## config.mk

```make
export PLATFORM = sky130hd
export DESIGN_NAME = tour_move_sequencer
export DESIGN_NICKNAME = d
export VERILOG_FILES = /design/src/rtl/tour_move_sequencer.sv
export SDC_FILE = /design/constraint.sdc
export NUM_CORES = 1
export LEC_CHECK = 0
export CAP_MARGIN = 20
export CORE_ASPECT_RATIO = 1.2
export CORE_MARGIN = 3
export CORE_UTILIZATION = 32
export DETAILED_ROUTE_END_ITERATION = 7
export GPL_TIMING_DRIVEN = 1
export PLACE_DENSITY = 0.77
export SYNTH_ARGS = -nofsm -noshare
export SYNTH_HDL_FRONTEND = slang
export SYNTH_SLANG_ARGS = --single-unit
```

## constraint.sdc

```tcl
create_clock -name clk -period 1.9 [get_ports clk]
set_clock_uncertainty 0.2 [all_clocks]
set_input_delay 0.38 -clock clk [delete_from_list [all_inputs] [get_ports clk]]
set_output_delay 0.38 -clock clk [all_outputs]
set_load 0.05 [all_outputs]
```

## src/rtl/tour_move_sequencer.sv

```systemverilog
// Knight's tour replay: turns each L-move into a vertical and a horizontal leg for cmd_proc.
// Optional TOUR_ABORT_EN: a UART opcode 4'hF during a tour aborts it at the next completion.
module tour_move_sequencer #(
    parameter int NUM_MOVES = 24,
    parameter int MV_W      = 5
) (
    input  logic            clk,
    input  logic            rst_n,
    input  logic            start_tour,
    input  logic [7:0]      move,
    output logic [MV_W-1:0] mv_indx,
    input  logic [15:0]     cmd_UART,
    input  logic            cmd_rdy_UART,
    input  logic            clr_cmd_rdy,
    input  logic            send_resp,
    output logic [15:0]     cmd,
    output logic            cmd_rdy,
    output logic [7:0]      resp
);

    localparam logic [MV_W-1:0] LAST = MV_W'(NUM_MOVES - 1);

    localparam logic [7:0] HD_N = 8'h00;
    localparam logic [7:0] HD_W = 8'h3F;
    localparam logic [7:0] HD_S = 8'h7F;
    localparam logic [7:0] HD_E = 8'hBF;

    typedef enum logic [2:0] {
        IDLE,
        VERT,
        HOLD_V,
        HORZ,
        HOLD_H
    } state_t;

    state_t state, nxt_state;

    logic       tour_act;
    logic       in_hold;
    logic       last_mv;
    logic       abort_now;
    logic [7:0] v_head, h_head;
    logic [3:0] v_sq, h_sq;
    logic [15:0] leg_cmd;

    assign tour_act = (state != IDLE);
    assign in_hold  = (state == HOLD_V) || (state == HOLD_H);
    assign last_mv  = (mv_indx == LAST);

`ifdef TOUR_ABORT_EN
    logic abort_req;

    // Sticky abort request raised by a UART opcode 4'hF while a tour runs
    always_ff @(posedge clk or negedge rst_n) begin
        if (!rst_n)
            abort_req <= 1'b0;
        else if (abort_now)
            abort_req <= 1'b0;
        else if (tour_act && cmd_rdy_UART && cmd_UART[15:12] == 4'hF)
            abort_req <= 1'b1;
    end

    assign abort_now = abort_req && in_hold && send_resp;
`else
    assign abort_now = 1'b0;
`endif

    // Translate the one-hot move into both legs; illegal values give zero-square legs
    always_comb begin
        v_head = HD_N;
        v_sq   = 4'd0;
        h_head = HD_N;
        h_sq   = 4'd0;
        case (move)
            8'h01: begin v_head = HD_N; v_sq = 4'd2; h_head = HD_E; h_sq = 4'd1; end
            8'h02: begin v_head = HD_N; v_sq = 4'd2; h_head = HD_W; h_sq = 4'd1; end
            8'h04: begin v_head = HD_N; v_sq = 4'd1; h_head = HD_W; h_sq = 4'd2; end
            8'h08: begin v_head = HD_S; v_sq = 4'd1; h_head = HD_W; h_sq = 4'd2; end
            8'h10: begin v_head = HD_S; v_sq = 4'd2; h_head = HD_W; h_sq = 4'd1; end
            8'h20: begin v_head = HD_S; v_sq = 4'd2; h_head = HD_E; h_sq = 4'd1; end
            8'h40: begin v_head = HD_S; v_sq = 4'd1; h_head = HD_E; h_sq = 4'd2; end
            8'h80: begin v_head = HD_N; v_sq = 4'd1; h_head = HD_E; h_sq = 4'd2; end
            default: begin
                v_head = HD_N;
                v_sq   = 4'd0;
                h_head = HD_N;
                h_sq   = 4'd0;
            end
        endcase
    end

    // State register
    always_ff @(posedge clk or negedge rst_n) begin
        if (!rst_n)
            state <= IDLE;
        else
            state <= nxt_state;
    end

    // Move index: cleared whenever the tour ends, bumped after each horizontal leg
    always_ff @(posedge clk or negedge rst_n) begin
        if (!rst_n)
            mv_indx <= '0;
        else if (nxt_state == IDLE)
            mv_indx <= '0;
        else if (state == HOLD_H && send_resp)
            mv_indx <= mv_indx + 1'b1;
    end

    // Next-state logic for the leg handshake with cmd_proc
    always_comb begin
        nxt_state = state;
        case (state)
            IDLE:    if (start_tour) nxt_state = VERT;
            VERT:    if (clr_cmd_rdy) nxt_state = HOLD_V;
            HOLD_V:  if (send_resp) nxt_state = abort_now ? IDLE : HORZ;
            HORZ:    if (clr_cmd_rdy) nxt_state = HOLD_H;
            HOLD_H:  if (send_resp) nxt_state = (last_mv || abort_now) ? IDLE : VERT;
            default: nxt_state = IDLE;
        endcase
    end

    // Command mux and response byte
    always_comb begin
        leg_cmd = {4'h3, h_head, h_sq};
        if (state == VERT || state == HOLD_V)
            leg_cmd = {4'h2, v_head, v_sq};
        cmd     = tour_act ? leg_cmd : cmd_UART;
        cmd_rdy = tour_act ? (state == VERT || state == HORZ) : cmd_rdy_UART;
        resp    = 8'h5A;
        if (!tour_act)
            resp = 8'hA5;
        else if (state == HOLD_H && last_mv)
            resp = 8'hA5;
`ifdef TOUR_ABORT_EN
        else if (abort_req && in_hold)
            resp = 8'hA5;
`endif
    end

endmodule

```

==> results.txt, run 1 <==
status = finished with violations
failing checks = setup timing
worst r2r dst = mv_indx[4]$_DFFE_PN0P_
Post-Synthesis Cells = 117
post-synth top area cell = dfrtp_1
Port-buffer cells = 59
cell area power density = 1850 nW/um2
Startpoint Class = input port
Worst setup EP type = output port
Max IR drop VDD = 0.00152 V
worst-path maximum fanout = 3
worst setup margin = -479 ps
Post-DRT Antenna Nets = 0
share of cells above drive strength 1 = 0.644
die width = 54.0 um
drt wl/cell = 22.2 um
DRC = 0
P_leak = 1.06 nW
RePlAce Congestion = 0.813
maximum clock rate = 420 MHz
max-cap viol count = 0
Yosys reg bits = 8
total congestion overflow = 0
root buf cell = clkbuf_4
Gate power share = 0.908
die area = 3430 um2
initial core utilization = 0.343
syn nets = 148
number of global-route vias before repair = 1,470
core area = 2580 um2
Syn. warnings = 0
syn_area_per_cell = 7.56 um2
HP Class = input port to async pin
clock edge transition at the registers on the reported setup and hold paths = 70 ps
DIE HEIGHT = 63.6 um
sequential share of power = 0.059
Synth area leaders = dfrtp_1 (23%), nor2_1 (6.4%), a21o_1 (5.9%), buf_4 (5.9%), xor2_1 (5.9%)
Final Max Slew Viols = 0
Area Growth Syn to Fin = 169%
TritonCTS buffer count = 3
share of the synthesized area in the top cell type = 0.226
Critical Path Start = move[6]
Finish-stage setup viols = 31
final hold violations = 0
reg2reg start = state[1]$_DFF_PN0_
Power Internal = 2.12 mW
setup slack, reg-to-reg = -120 ps
initial antenna violation count = 0
Slew HR = 0.722
final WL = 5590 um
Core Rows = 20
fillcell total = 86
switching portion of total power = 0.519
RSZ-0062 raised after global routing = true
total power = 4.41 mW
Cell Area, Synth = 885 um2
Placed Area = 1970 um2
final critical-path required period = 2380 ps
largest net degree at the start of global routing = 13
hpwl dp = 2700 um
Slew @ Worst Pin = 415 ps
post-synthesis sequential area ratio = 0.226
Total GRT Usage = 0.289
Skew-Pair Late Insertion Delay = 260 ps
synth unique cells = 36
Top Ports = 60
number of synthesized flops with an enable pin = 0
WP data arrival = 1800 ps
clk sinks = 8
via count = 1,444
Final nets = 251
crit path max-delay cell type = nor4b_4
Via-to-Cell Ratio = 5.73
Initial DRT Pass Iterations = 4
Synth Flop Type = dfrtp_1
first-iteration detailed-routing DRC count = 44
CTS tree = yes
Final Cell Area = 2380 um2
first-pass GRT wire length = 7370 um
Req. time, crit path = 1320 ps
setup TNS = -8240 ps
crit-path cells = buf_8, buf_6, nor4b_4, a221oi_2, buf_4, o22ai_1, nand2_1, a21oi_4, buf_12
level count of the clock H-tree = 1
antenna cells = 0
final hold slack = 206 ps
CTS max path bufs = 2
share of flip-flops with an asynchronous set or reset = 1.00
fin crit share = 1.25
CP Class = input port to output port
FF-to-FF path depth = 7
Sw Pwr = 2.29 mW
Clk pwr share = 0.033
CP peak stage delay = 330 ps
## power groups by stage
stage,Sequential (mW),Combinational [mW],Clock [mW]
floorplan,0.274,2.04,0
global placement,0.238,3.27,0
detailed placement,0.244,3.35,0
CTS,0.247,3.82,0.150
global route,0.261,4.13,0.162
finish,0.259,4.01,0.148
## per-layer routing
metal  share of wire  vias up  track usage
li1                -      615            -
met1            0.33      675        0.287
met2            0.52      113        0.514
met3           0.078       41       0.0567
met4           0.078        0        0.187
met5               0        -            0
## critical path: cells and delay by family
family | cells | cell delay (ps)
buffers and inverters | 4 | 540
AND/OR/NAND/NOR | 2 | 470
AO/OA/AOI/OAI | 3 | 410
## state kept, by name, summed over array words and instances (netlist names)
signal,count
state,3
mv_indx,5
## cell usage in the layout (no fill, tap or decap), types with 4 or more instances in the layout
cell	synthesis	layout
a21o_4	0	8
and2_4	0	5
buf_12	0	18
buf_4	7	40
buf_6	0	18
buf_8	0	9
clkdlybuf4s50_1	0	21
dfrtp_1	8	4
dfrtp_2	0	4
nand2_1	10	7
nor2_1	15	11
o21ai_1	0	6
xor2_1	6	5
## through the flow
stage | std cells | utilization | setup slack (ps)
2_1_floorplan | 117 | - | -408
3_3_place_gp | 225 | 0.765 | -869
3_5_place_dp | 225 | 0.765 | -970
4_1_cts | 245 | 0.891 | -410
5_1_grt | 252 | 0.924 | -616
6_report | 252 | 0.924 | -479
## logic make-up (layout without fill, tap and decap cells)
logic type,Yosys count,after routing,share of synthesized area
XOR/XNOR,9,9,0.0891
AND/OR/NAND/NOR,47,47,0.280
multiplexers,1,1,0.0113
buffers and inverters,17,119,0.105
adder cells (fa/ha/maj),1,1,0.0141
flip-flops,8,8,0.226
AO/OA/AOI/OAI,34,34,0.274
## Yosys cell counts (2+ instances only)
| library cell | number |
|---|---|
| nor2_1 | 15 |
| nand2_1 | 10 |
| dfrtp_1 | 8 |
| o21ai_0 | 8 |
| a21o_1 | 7 |
| buf_4 | 7 |
| and2_1 | 6 |
| xor2_1 | 6 |
| a21oi_1 | 5 |
| inv_1 | 5 |
| clkbuf_1 | 3 |
| o22ai_1 | 3 |
| xnor2_1 | 3 |
| a221oi_2 | 2 |
| buf_2 | 2 |
| nand2b_1 | 2 |
| nand4_1 | 2 |
| nor2b_1 | 2 |
| nor4_1 | 2 |
| nor4b_1 | 2 |
| o211ai_1 | 2 |
## how the worst max path moves through the flow
stage	endpoint
after floorplan	resp[2]
after global placement	cmd[4]
after detailed placement	cmd[8]
after CTS	cmd[0]
after global routing	cmd[1]
final	cmd[1]
## final cells by class
cell class	count	area [um2]	area share
Clock buffer	4	26.3	0.0110
Inverter	5	27.5	0.0116
Multi-Input combinational cell	92	853	0.358
Sequential cell	8	205	0.0861
Tap cell	33	41.3	0.0173
Timing Repair Buffer	110	1230	0.516
## repair_timing
item,in CTS,in global routing
pin swaps,29,12
gates resized for setup,87,23
hold buffers,0,0
setup endpoints to repair,30,30
cloned,1,0
buffers inserted,18,13
Power figures use the tool's default switching activity.
==> inputs of run 2 (changes only) <==
--- a/config.mk
+++ b/config.mk
@@ -10,6 +10,7 @@
 export CORE_MARGIN = 3
 export CORE_UTILIZATION = 32
 export DETAILED_ROUTE_END_ITERATION = 7
+export GPL_ROUTABILITY_DRIVEN = 0
 export GPL_TIMING_DRIVEN = 1
 export PLACE_DENSITY = 0.77
 export SYNTH_ARGS = -nofsm -noshare
==> results of run 2 <==
Same layout as run 1: the final DEF is identical, and so are final timing and power.
==> inputs of run 3 (changes only) <==
--- a/config.mk
+++ b/config.mk
@@ -5,14 +5,13 @@
 export SDC_FILE = /design/constraint.sdc
 export NUM_CORES = 1
 export LEC_CHECK = 0
-export CAP_MARGIN = 20
 export CORE_ASPECT_RATIO = 1.2
 export CORE_MARGIN = 3
-export CORE_UTILIZATION = 32
+export CORE_UTILIZATION = 38
 export DETAILED_ROUTE_END_ITERATION = 7
 export GPL_ROUTABILITY_DRIVEN = 0
 export GPL_TIMING_DRIVEN = 1
-export PLACE_DENSITY = 0.77
+export PLACE_DENSITY = 0.85
 export SYNTH_ARGS = -nofsm -noshare
 export SYNTH_HDL_FRONTEND = slang
 export SYNTH_SLANG_ARGS = --single-unit
==> constraint.sdc (replaced) <==
create_clock -name clk -period 3 [get_ports clk]
set_clock_uncertainty 0.2 [all_clocks]
set_input_delay 0.6 -clock clk [delete_from_list [all_inputs] [get_ports clk]]
set_output_delay 0.6 -clock clk [all_outputs]
set_load 0.05 [all_outputs]
==> results.txt, run 3 (same netlist as run 1, synthesis figures left out) <==
Crit path max-delay family = buffers and inverters
P_leak = 0.800 nW
crit path max-delay cell type = nor4b_2
fin crit share = 0.975
core area = 2140 um2
setup TNS = 0 ps
FF+latch area = 200 um2
final critical-path required period = 2920 ps
HP Class = flop to flop
TritonCTS buffer count = 3
final hold slack = 404 ps
Initial DRT Pass Iterations = 4
worst-path maximum fanout = 4
via count = 1,120
Reg with most FFs = mv_indx
Final Max Slew Viols = 0
RSZ-0062 raised after global routing = false
DIE HEIGHT = 58.9 um
final WL = 3190 um
total congestion overflow = 0
CP dominant cell by count = buf_4
CTS max path bufs = 2
crit-path cells = dlygate4sd2_1, nor4b_2, a221oi_2, buf_4, buf_4, o211ai_1, nand2_1, a21oi_2, buf_12
total power = 1.95 mW
initial antenna violation count = 0
Regs by FF count = mv_indx (5), state (3)
final hold violations = 0
Port-buffer cells = 59
cell area power density = 1120 nW/um2
Slew @ Worst Pin = 524 ps
status = complete, no violations
most frequent cells in the layout = clkdlybuf4s50_1 (26), buf_4 (21), nor2_1 (15), buf_12 (14), nand2_1 (9)
max-cap viol count = 0
Worst setup EP type = output port
hpwl dp = 2450 um
maximum clock rate = 342 MHz
number of global-route vias before repair = 1,202
Req. time, crit path = 2200 ps
commonest non-fill, non-tap cell in the layout = clkdlybuf4s50_1
Finish-stage setup viols = 0
Top Ports = 60
Total GRT Usage = 0.225
Area Growth Syn to Fin = 96.2%
Max IR drop VDD = 0.00127 V
root buf cell = clkbuf_4
Slew HR = 0.650
largest net degree at the start of global routing = 15
Largest register FFs = 5
CTS tree = yes
die area = 2950 um2
CP Class = input port to output port
die width = 50.0 um
combined area of the multi-input logic cells = 649 um2
initial core utilization = 0.413
worst setup margin = 76.3 ps
pre-CTS setup slack = -276 ps
Skew-Pair Late Insertion Delay = 270 ps
CP bufs+invs = 4
first-pass GRT wire length = 5150 um
fillcell total = 136
first-iteration detailed-routing DRC count = 30
Placed Area = 1660 um2
drt wl/cell = 15.1 um
Final nets = 214
share of cells above drive strength 1 = 0.309
clock edge transition at the registers on the reported setup and hold paths = 50 ps
Core Rows = 18
DRC = 0
WP data arrival = 2120 ps
Final Cell Area = 1740 um2
CP peak stage delay = 310 ps
clk sinks = 8
level count of the clock H-tree = 1
Startpoint Class = input port
Via-to-Cell Ratio = 5.31
antenna cells = 0
Post-DRT Antenna Nets = 0
==> run 3: cell type report <==
class,count,area share
sequential,8,0.115
timing repair buffer,73,0.463
clock buffer,3,0.0130
tap,30,0.0216
inverter,5,0.0130
multi-input combinational,92,0.374
==> run 3: worst paths after layout <==
check,start,depth (start not counted),slack [ps],end
max,move[4],9,80,cmd[1]
min,mv_indx[1]$_DFFE_PN0P_,2,400,mv_indx[1]$_DFFE_PN0P_
max reg2reg,state[0]$_DFF_PN0_,5,1060,mv_indx[1]$_DFFE_PN0P_
min reg2reg,mv_indx[1]$_DFFE_PN0P_,2,400,mv_indx[1]$_DFFE_PN0P_
max in group asynchronous,rst_n,1,1910,state[1]$_DFF_PN0_
min in group asynchronous,rst_n,1,410,mv_indx[3]$_DFFE_PN0P_
==> run 3: power by group <==
group | internal [mW] | total [mW] | switching [mW]
Sequential | 0.131 | 0.194 | 0.0629
Combinational | 0.655 | 1.67 | 1.01
Clock | 0.0461 | 0.0874 | 0.0413
==> run 3: tightest hold or removal path: stages (launching register included) <==
cell,delay [ps]
dfrtp_1,390
mux2i_1,90
nor2_1,80
==> run 3: timing repair <==
| item | CTS | global route |
|---|---|---|
| setup buffers | 1 | 1 |
| gates resized for setup | 16 | 14 |
| hold buffers | 0 | 0 |
| pin swaps | 5 | 6 |
| endpoints found under the setup margin | 9 | 11 |
| cloned | 0 | 0 |
==> run 3: metrics by stage <==
step           instances   util
2_1_floorplan        117      -
3_5_place_dp         206  0.775
5_1_grt              211  0.811
3_3_place_gp         206  0.775
4_1_cts              210  0.804
6_report             211  0.811
==> run 3: metal layers <==
| layer | up-vias | track usage | share of wire |
|---|---|---|---|
| li1 | 536 | - | - |
| met1 | 519 | 0.212 | 0.34 |
| met2 | 53 | 0.451 | 0.58 |
| met3 | 12 | 0.0329 | 0.057 |
| met4 | 0 | 0.123 | 0.024 |
| met5 | - | 0 | 0 |
